`config.mk`:
```
export PLATFORM = sky130hd
export DESIGN_NAME = uart_tx_serializer_flat
export DESIGN_NICKNAME = d
export VERILOG_FILES = /design/src/rtl/uart_pkg.sv /design/src/rtl/uart_tx_serializer_if.sv /design/src/rtl/uart_baud_tick.sv /design/src/rtl/uart_tx_serializer.sv /design/src/flat_wrapper.sv
export SDC_FILE = /design/constraint.sdc
export NUM_CORES = 1
export LEC_CHECK = 0
export BUFFER_PORTS_ARGS = -buffer_cell sky130_fd_sc_hd__buf_2
export CORE_MARGIN = 3
export CORE_UTILIZATION = 40
export DETAILED_ROUTE_END_ITERATION = 8
export PLACE_DENSITY = 0.59
export REMOVE_ABC_BUFFERS = 1
export SYNTH_ARGS = -nofsm -noshare
export SYNTH_HDL_FRONTEND = slang
export SYNTH_HIERARCHICAL = 1
export SYNTH_SLANG_ARGS = --single-unit
```
`constraint.sdc`:
```
create_clock -name tx_clock -period 2.05 [get_ports tx_clock]
set_input_delay 0.3075 -clock tx_clock [delete_from_list [all_inputs] [get_ports tx_clock]]
set_output_delay 0.3075 -clock tx_clock [all_outputs]
set_load 0.01 [all_outputs]
```
`src/rtl/uart_pkg.sv`:
```
// Shared types and constants for the UART path. The transmitter uses them now,
// and a future receiver will use them too.
package uart_pkg;

  localparam int   DEFAULT_CLKS_PER_BIT = 16;
  localparam int   DEFAULT_DATA_BITS    = 8;
  localparam int   BIT_CNT_W            = 3;
  localparam logic IDLE_LEVEL           = 1'b1;

  typedef enum logic [2:0] {
    ST_IDLE,
    ST_POP,
    ST_LOAD,
    ST_START,
    ST_DATA,
    ST_PARITY,
    ST_STOP
  } tx_state_e;

  // Even parity over the low nbits of a byte; higher bits are ignored.
  function automatic logic even_parity(input logic [7:0] data, input int nbits);
    logic p;
    p = 1'b0;
    for (int i = 0; i < 8; i++) begin
      if (i < nbits) p = p ^ data[i[2:0]];
    end
    return p;
  endfunction

endpackage

```
`src/rtl/uart_tx_serializer_if.sv`:
```
// Read side of the dual-clock byte FIFO, seen from the tx_clock domain.
interface uart_tx_serializer_if;

  logic       fifo_empty;
  logic [7:0] fifo_data;
  logic       fifo_pop;

  modport master (output fifo_empty, output fifo_data, input fifo_pop);
  modport slave  (input fifo_empty, input fifo_data, output fifo_pop);

endinterface

```
`src/rtl/uart_baud_tick.sv`:
```
// Bit-period counter. It runs 0..CLKS_PER_BIT-1 while enabled and ticks on the
// wrap cycle. The count is exposed so that a receiver can find mid-bit.
module uart_baud_tick
  import uart_pkg::*;
#(
  parameter int CLKS_PER_BIT = DEFAULT_CLKS_PER_BIT,
  localparam int CNT_W       = $clog2(CLKS_PER_BIT)
) (
  input  logic             clk,
  input  logic             rst_n,
  input  logic             en_i,
  input  logic             clr_i,
  output logic             tick_o,
  output logic [CNT_W-1:0] count_o
);

  localparam logic [CNT_W-1:0] LAST = CNT_W'(CLKS_PER_BIT - 1);

  logic [CNT_W-1:0] count_q, count_d;

  assign tick_o  = en_i && (count_q == LAST);
  assign count_o = count_q;

  always_comb begin
    count_d = count_q;
    if (clr_i) begin
      count_d = '0;
    end else if (en_i) begin
      count_d = tick_o ? '0 : count_q + 1'b1;
    end
  end

  always_ff @(posedge clk or negedge rst_n) begin
    if (!rst_n) count_q <= '0;
    else        count_q <= count_d;
  end

endmodule

```
`src/rtl/uart_tx_serializer.sv`:
```
// This module pops bytes from the FIFO and sends each one LSB-first as an
// asynchronous UART frame. All outputs are registered.
module uart_tx_serializer
  import uart_pkg::*;
#(
  parameter int CLKS_PER_BIT = DEFAULT_CLKS_PER_BIT,
  parameter int DATA_BITS    = DEFAULT_DATA_BITS,
  parameter int PARITY_EN    = 0,
  parameter int STOP_BITS    = 1
) (
  input  logic                 tx_clock,
  input  logic                 reset_n,
  uart_tx_serializer_if.slave  fifo,
  output logic                 serial_out,
  output logic                 busy,
  output logic                 frame_done
);

  localparam int CNT_W = $clog2(CLKS_PER_BIT);
  localparam logic [CNT_W-1:0]     PRE_LAST  = CNT_W'(CLKS_PER_BIT - 2);
  localparam logic [BIT_CNT_W-1:0] LAST_DATA = BIT_CNT_W'(DATA_BITS - 1);
  localparam logic [BIT_CNT_W-1:0] LAST_STOP = BIT_CNT_W'(STOP_BITS - 1);

  tx_state_e            state_q, state_d;
  logic [DATA_BITS-1:0] shift_q, shift_d;
  logic [BIT_CNT_W-1:0] bit_cnt_q, bit_cnt_d;
  logic                 parity_q, parity_d;
  logic                 serial_q, serial_d;
  logic                 pop_q, pop_d;
  logic                 busy_q, busy_d;
  logic                 done_q, done_d;
  logic                 baud_en, baud_clr, baud_tick;
  logic [CNT_W-1:0]     baud_cnt;

  uart_baud_tick #(.CLKS_PER_BIT(CLKS_PER_BIT)) u_baud (
    .clk     (tx_clock),
    .rst_n   (reset_n),
    .en_i    (baud_en),
    .clr_i   (baud_clr),
    .tick_o  (baud_tick),
    .count_o (baud_cnt)
  );

  always_comb begin
    state_d   = state_q;
    shift_d   = shift_q;
    bit_cnt_d = bit_cnt_q;
    parity_d  = parity_q;
    baud_en   = 1'b0;
    baud_clr  = 1'b1;

    case (state_q)
      ST_IDLE: if (!fifo.fifo_empty) state_d = ST_POP;
      ST_POP:  state_d = ST_LOAD;
      ST_LOAD: begin
        shift_d   = fifo.fifo_data[DATA_BITS-1:0];
        parity_d  = even_parity(fifo.fifo_data, DATA_BITS);
        bit_cnt_d = '0;
        state_d   = ST_START;
      end
      ST_START: begin
        baud_en  = 1'b1;
        baud_clr = 1'b0;
        if (baud_tick) state_d = ST_DATA;
      end
      ST_DATA: begin
        baud_en  = 1'b1;
        baud_clr = 1'b0;
        if (baud_tick) begin
          if (bit_cnt_q == LAST_DATA) begin
            bit_cnt_d = '0;
            if (PARITY_EN != 0) state_d = ST_PARITY;
            else                state_d = ST_STOP;
          end else begin
            bit_cnt_d = bit_cnt_q + 1'b1;
            shift_d   = shift_q >> 1;
          end
        end
      end
      ST_PARITY: begin
        baud_en  = 1'b1;
        baud_clr = 1'b0;
        if (baud_tick) state_d = ST_STOP;
      end
      ST_STOP: begin
        baud_en  = 1'b1;
        baud_clr = 1'b0;
        if (baud_tick) begin
          if (bit_cnt_q == LAST_STOP) begin
            bit_cnt_d = '0;
            state_d   = fifo.fifo_empty ? ST_IDLE : ST_POP;
          end else begin
            bit_cnt_d = bit_cnt_q + 1'b1;
          end
        end
      end
      default: state_d = ST_IDLE;
    endcase

    // Registered outputs are derived from the next state, so they line up with state_q.
    pop_d  = (state_d == ST_POP);
    busy_d = (state_d != ST_IDLE);
    done_d = (state_q == ST_STOP) && (state_d == ST_STOP) &&
             (bit_cnt_q == LAST_STOP) && (baud_cnt == PRE_LAST);

    case (state_d)
      ST_START:  serial_d = ~IDLE_LEVEL;
      ST_DATA:   serial_d = shift_d[0];
      ST_PARITY: serial_d = parity_d;
      default:   serial_d = IDLE_LEVEL;
    endcase
  end

  always_ff @(posedge tx_clock or negedge reset_n) begin
    if (!reset_n) begin
      state_q   <= ST_IDLE;
      shift_q   <= '0;
      bit_cnt_q <= '0;
      parity_q  <= 1'b0;
      serial_q  <= IDLE_LEVEL;
      pop_q     <= 1'b0;
      busy_q    <= 1'b0;
      done_q    <= 1'b0;
    end else begin
      state_q   <= state_d;
      shift_q   <= shift_d;
      bit_cnt_q <= bit_cnt_d;
      parity_q  <= parity_d;
      serial_q  <= serial_d;
      pop_q     <= pop_d;
      busy_q    <= busy_d;
      done_q    <= done_d;
    end
  end

  assign fifo.fifo_pop = pop_q;
  assign serial_out    = serial_q;
  assign busy          = busy_q;
  assign frame_done    = done_q;

endmodule

```
`src/flat_wrapper.sv`:
```
// flat-port wrapper written by rule: the top's interface ports become plain ports
module uart_tx_serializer_flat import uart_pkg::*;
#(
  parameter int CLKS_PER_BIT = DEFAULT_CLKS_PER_BIT,
  parameter int DATA_BITS    = DEFAULT_DATA_BITS,
  parameter int PARITY_EN    = 0,
  parameter int STOP_BITS    = 1
)
  (tx_clock, reset_n, serial_out, busy, frame_done, fifo_fifo_empty, fifo_fifo_data, fifo_fifo_pop);
  uart_tx_serializer_if fifo_i ();
  input  logic tx_clock;
  input  logic reset_n;
  output logic serial_out;
  output logic busy;
  output logic frame_done;
  input wire logic [$bits(fifo_i.fifo_empty)-1:0] fifo_fifo_empty;
  input wire logic [$bits(fifo_i.fifo_data)-1:0] fifo_fifo_data;
  output wire logic [$bits(fifo_i.fifo_pop)-1:0] fifo_fifo_pop;
  assign fifo_i.fifo_empty = fifo_fifo_empty;
  assign fifo_i.fifo_data = fifo_fifo_data;
  assign fifo_fifo_pop = fifo_i.fifo_pop;
  uart_tx_serializer #(.CLKS_PER_BIT(CLKS_PER_BIT), .DATA_BITS(DATA_BITS), .PARITY_EN(PARITY_EN), .STOP_BITS(STOP_BITS)) u_core (.tx_clock(tx_clock), .reset_n(reset_n), .fifo(fifo_i), .serial_out(serial_out), .busy(busy), .frame_done(frame_done));
endmodule
```
==> qor.yml <==
status: "completed"
clkPwrFrac_pct: 26.7
clkLatencyLatePin_ns: 0.30
place_area_um2: 1428
p_seq_share_pct: 64.1
die_height_um: 63.18
wl_per_cell_um: 12.14
dieArea_um2: 3991
critPathCaptureType: "register"
drtPass1Iterations: 5
reg2reg_from: "u_core/state_q[0]"
powerDensity_nw_per_um2: 510.0
start_util_pct: 42.48
antenna_found_initial: 0
design_area_um2: 1464
core_um2: 3078
critPathMaxFanout: 8
power.switching_mw: 0.1660
vias: 1002
gp_congestion: 0.7872
p_int_mw: 0.5805
htreeDepth: 1
peakVddDrop_mv: 0.2915
skew_ns: 0.0009099
cts_root_buffer: "clkbuf_4"
area.sequential_um2: 576.8
first_iter_violations: 62
r2r_slack_ns: 0.19
wl_um: 2415
drv_slew: 0
worstMarginPinSlew_ns: 0.6561
startpoint: "u_core/state_q[0]"
io_buffers: 14
areaGrowthSynthToFinish_pct: 11.96
rr_worst_depth: 9
fmax_mhz: 536.7
relSlewSlack_pct: 56.02
p_total_mw: 0.7465
finalCriticalPeriod_ns: 1.863
syn_avg_cell_area_um2: 9.614
top_layer: "met4"
ant_nets: 0
placed_cells: 194
drv_cap: 0
p_comb_share_pct: 9.2
final-hold-violation-count: 0
dpl.hpwl_um: 1851
worstReg2RegEnd: "u_core/serial_out"
critPathCapture: "u_core/serial_out"
nets: 171
rows: 20
die_w_um: 63.18
period_share_pct: 90.89
p_leak_nw: 0.7316
grt_pass1_wl_um: 4050
clk_pin_slew_ns: 0.12
yosysWarnings: 6
via_per_inst: 5.035
synth_cell_types: 39
grt_pass1_vias: 919
wl_met3_um: 74
num_io_pins: 15
syn_area_um2: 1308
cts_sinks: 23
drc: 0
wl_met1_um: 1243
clock_path_buffers: 2
overflow: 0
rsz0062_at_grt: "no"
syn_inst: 136
wl_met2_um: 1078
fillers: 309
start_kind: "register"
layout-drive-gt1-share_pct: 20.00
cp_data_required_time_ns: 2.28
synth-seq-area-share_pct: 44.11
grt_usage_pct: 12.46
p_sw_share_pct: 22.24
ys_ff_latch: 23
hold_path_class: "in2reg"
multi_input_area_um2: 639.4
finalSetupViolCount: 0
antenna_cells: 0
arrival_ns: 2.10
finalNonFillerCells: 199
cts_resized: 0
post_cts_buffers: 0
cts_buffers: 3
critPathKind: "reg2reg"
tritoncts: "done"
grt_max_degree: 24
## power by group through the flow
stage                     sequential [mW]  clock [mW]  combinational, mW
final                               0.478       0.200             0.0685
after global routing                0.480       0.243             0.0775
after CTS                           0.478       0.215             0.0706
after detailed placement            0.487           0             0.0690
after global placement              0.488           0             0.0676
after floorplan                     0.486           0             0.0399
## sequential cells by signal, summed over array words and instances (netlist names)
name / flops
u_core/frame_done: 1
u_core/parity_q: 1
u_core/busy: 1
u_core/bit_cnt_q: 3
u_core/state_q: 3
u_core/shift_q: 8
u_core/fifo.fifo_pop: 1
u_core/u_baud/count_o: 4
u_core/serial_out: 1
## worst min path at each step
stage,startpoint,endpoint,cells past startpoint
floorplan,reset_n,u_core/bit_cnt_q[0],0
global route,fifo_fifo_empty,u_core/fifo.fifo_pop,2
CTS,fifo_fifo_empty,u_core/fifo.fifo_pop,2
detailed placement,reset_n,u_core/shift_q[6],1
global placement,reset_n,u_core/shift_q[6],1
finish,fifo_fifo_empty,u_core/fifo.fifo_pop,2
## routing by layer
metal / GRT usage (%) / vias to the layer above
li1: - / 522
met1: 18.06 / 462
met2: 18.45 / 16
met3: 2.139 / 2
met4: 4.852 / 0
met5: 0 / -
## worst max-delay path, cell delays in order (launching register included)
cell      delay, ns
dfrtp_1        0.37
nand2_1        0.08
xnor2_1        0.22
nand2_2        0.09
nor2_1         0.20
buf_4          0.16
nand2b_1       0.10
nor3_4         0.29
a22oi_2        0.12
a31oi_2        0.17
## logic make-up after synthesis
family                     after synthesis  share of synthesized area, %
DFF                                     23                         44.12
and+or+nand+nor                         50                         20.77
AOI/OAI and AO/OA                       32                         17.51
xor gates and xnor gates                 9                         6.029
muxes                                    1                        0.7656
adders and majority gates                4                         3.828
buffers and inverters                   17                         6.985
## cells in the final DEF, fill, tap and decap left out, drive strengths merged
cell	Yosys	layout
a21o	2	2
xnor2	8	8
o211ai	1	1
dfrtp	22	22
a21oi	11	11
dfstp	1	1
mux2i	1	1
a31oi	1	1
nand2	14	14
or4	1	1
o22a	1	1
nand4b	1	1
o22ai	4	4
xor2	1	1
buf	6	20
o21ai	3	3
nor3	4	4
nor2	13	13
and2	2	2
clkbuf	0	4
nand2b	5	5
nand3	2	2
a41o	1	1
inv	11	11
nand4	2	2
or3	1	1
nor2b	2	2
dlygate4sd3	0	1
a222oi	6	6
nand4bb	1	1
nand3b	2	2
a22oi	2	2
ha	4	4
## cells in the mapped netlist (all sizes together)
master	instances	share of area [%]
nor2	13	3.7
nand3	2	0.77
mux2i	1	0.77
nand4	2	0.96
a22oi	2	1.5
inv	11	3.2
o211ai	1	0.57
nor3	4	2.8
a41o	1	0.77
ha	4	3.8
a222oi	6	4.6
dfstp	1	2.0
or3	1	0.48
dfrtp	22	42
xor2	1	0.67
o22ai	4	1.9
o21ai	3	1.1
nand4b	1	0.67
o22a	1	0.67
nor2b	2	0.96
nand4bb	1	0.86
nand3b	2	1.4
nand2b	5	2.4
a21o	2	1.1
a31oi	1	0.96
nand2	14	4.2
xnor2	8	5.4
a21oi	11	4.2
buf	6	3.8
and2	2	0.96
or4	1	0.57
## through the flow
step           setup slack, ns  hold slack (ns)  utilization, %  TNS, ns
2_1_floorplan          -0.4000          0.01191               -   -3.913
3_3_place_gp            0.2531           0.3040           46.38        0
3_5_place_dp            0.2098           0.3089           46.38        0
4_1_cts                 0.1705           0.1877           47.56        0
5_1_grt                0.01966           0.1807           47.56        0
6_report                0.1868           0.1989           47.56        0
## timing repair
item	CTS	global route
endpoints found under the setup margin	0	0
endpoints found under the hold margin	22	0
hold buffers	1	0
## area by class of cell
type | count | share of cell area (%)
Clock buffer | 4 | 1.795
Multi-Input combinational cell | 96 | 43.68
Sequential cell | 23 | 39.40
Timing Repair Buffer | 21 | 8.547
Inverter | 11 | 2.821
Tap cell | 44 | 3.761
(Power assumes the default switching activity.)
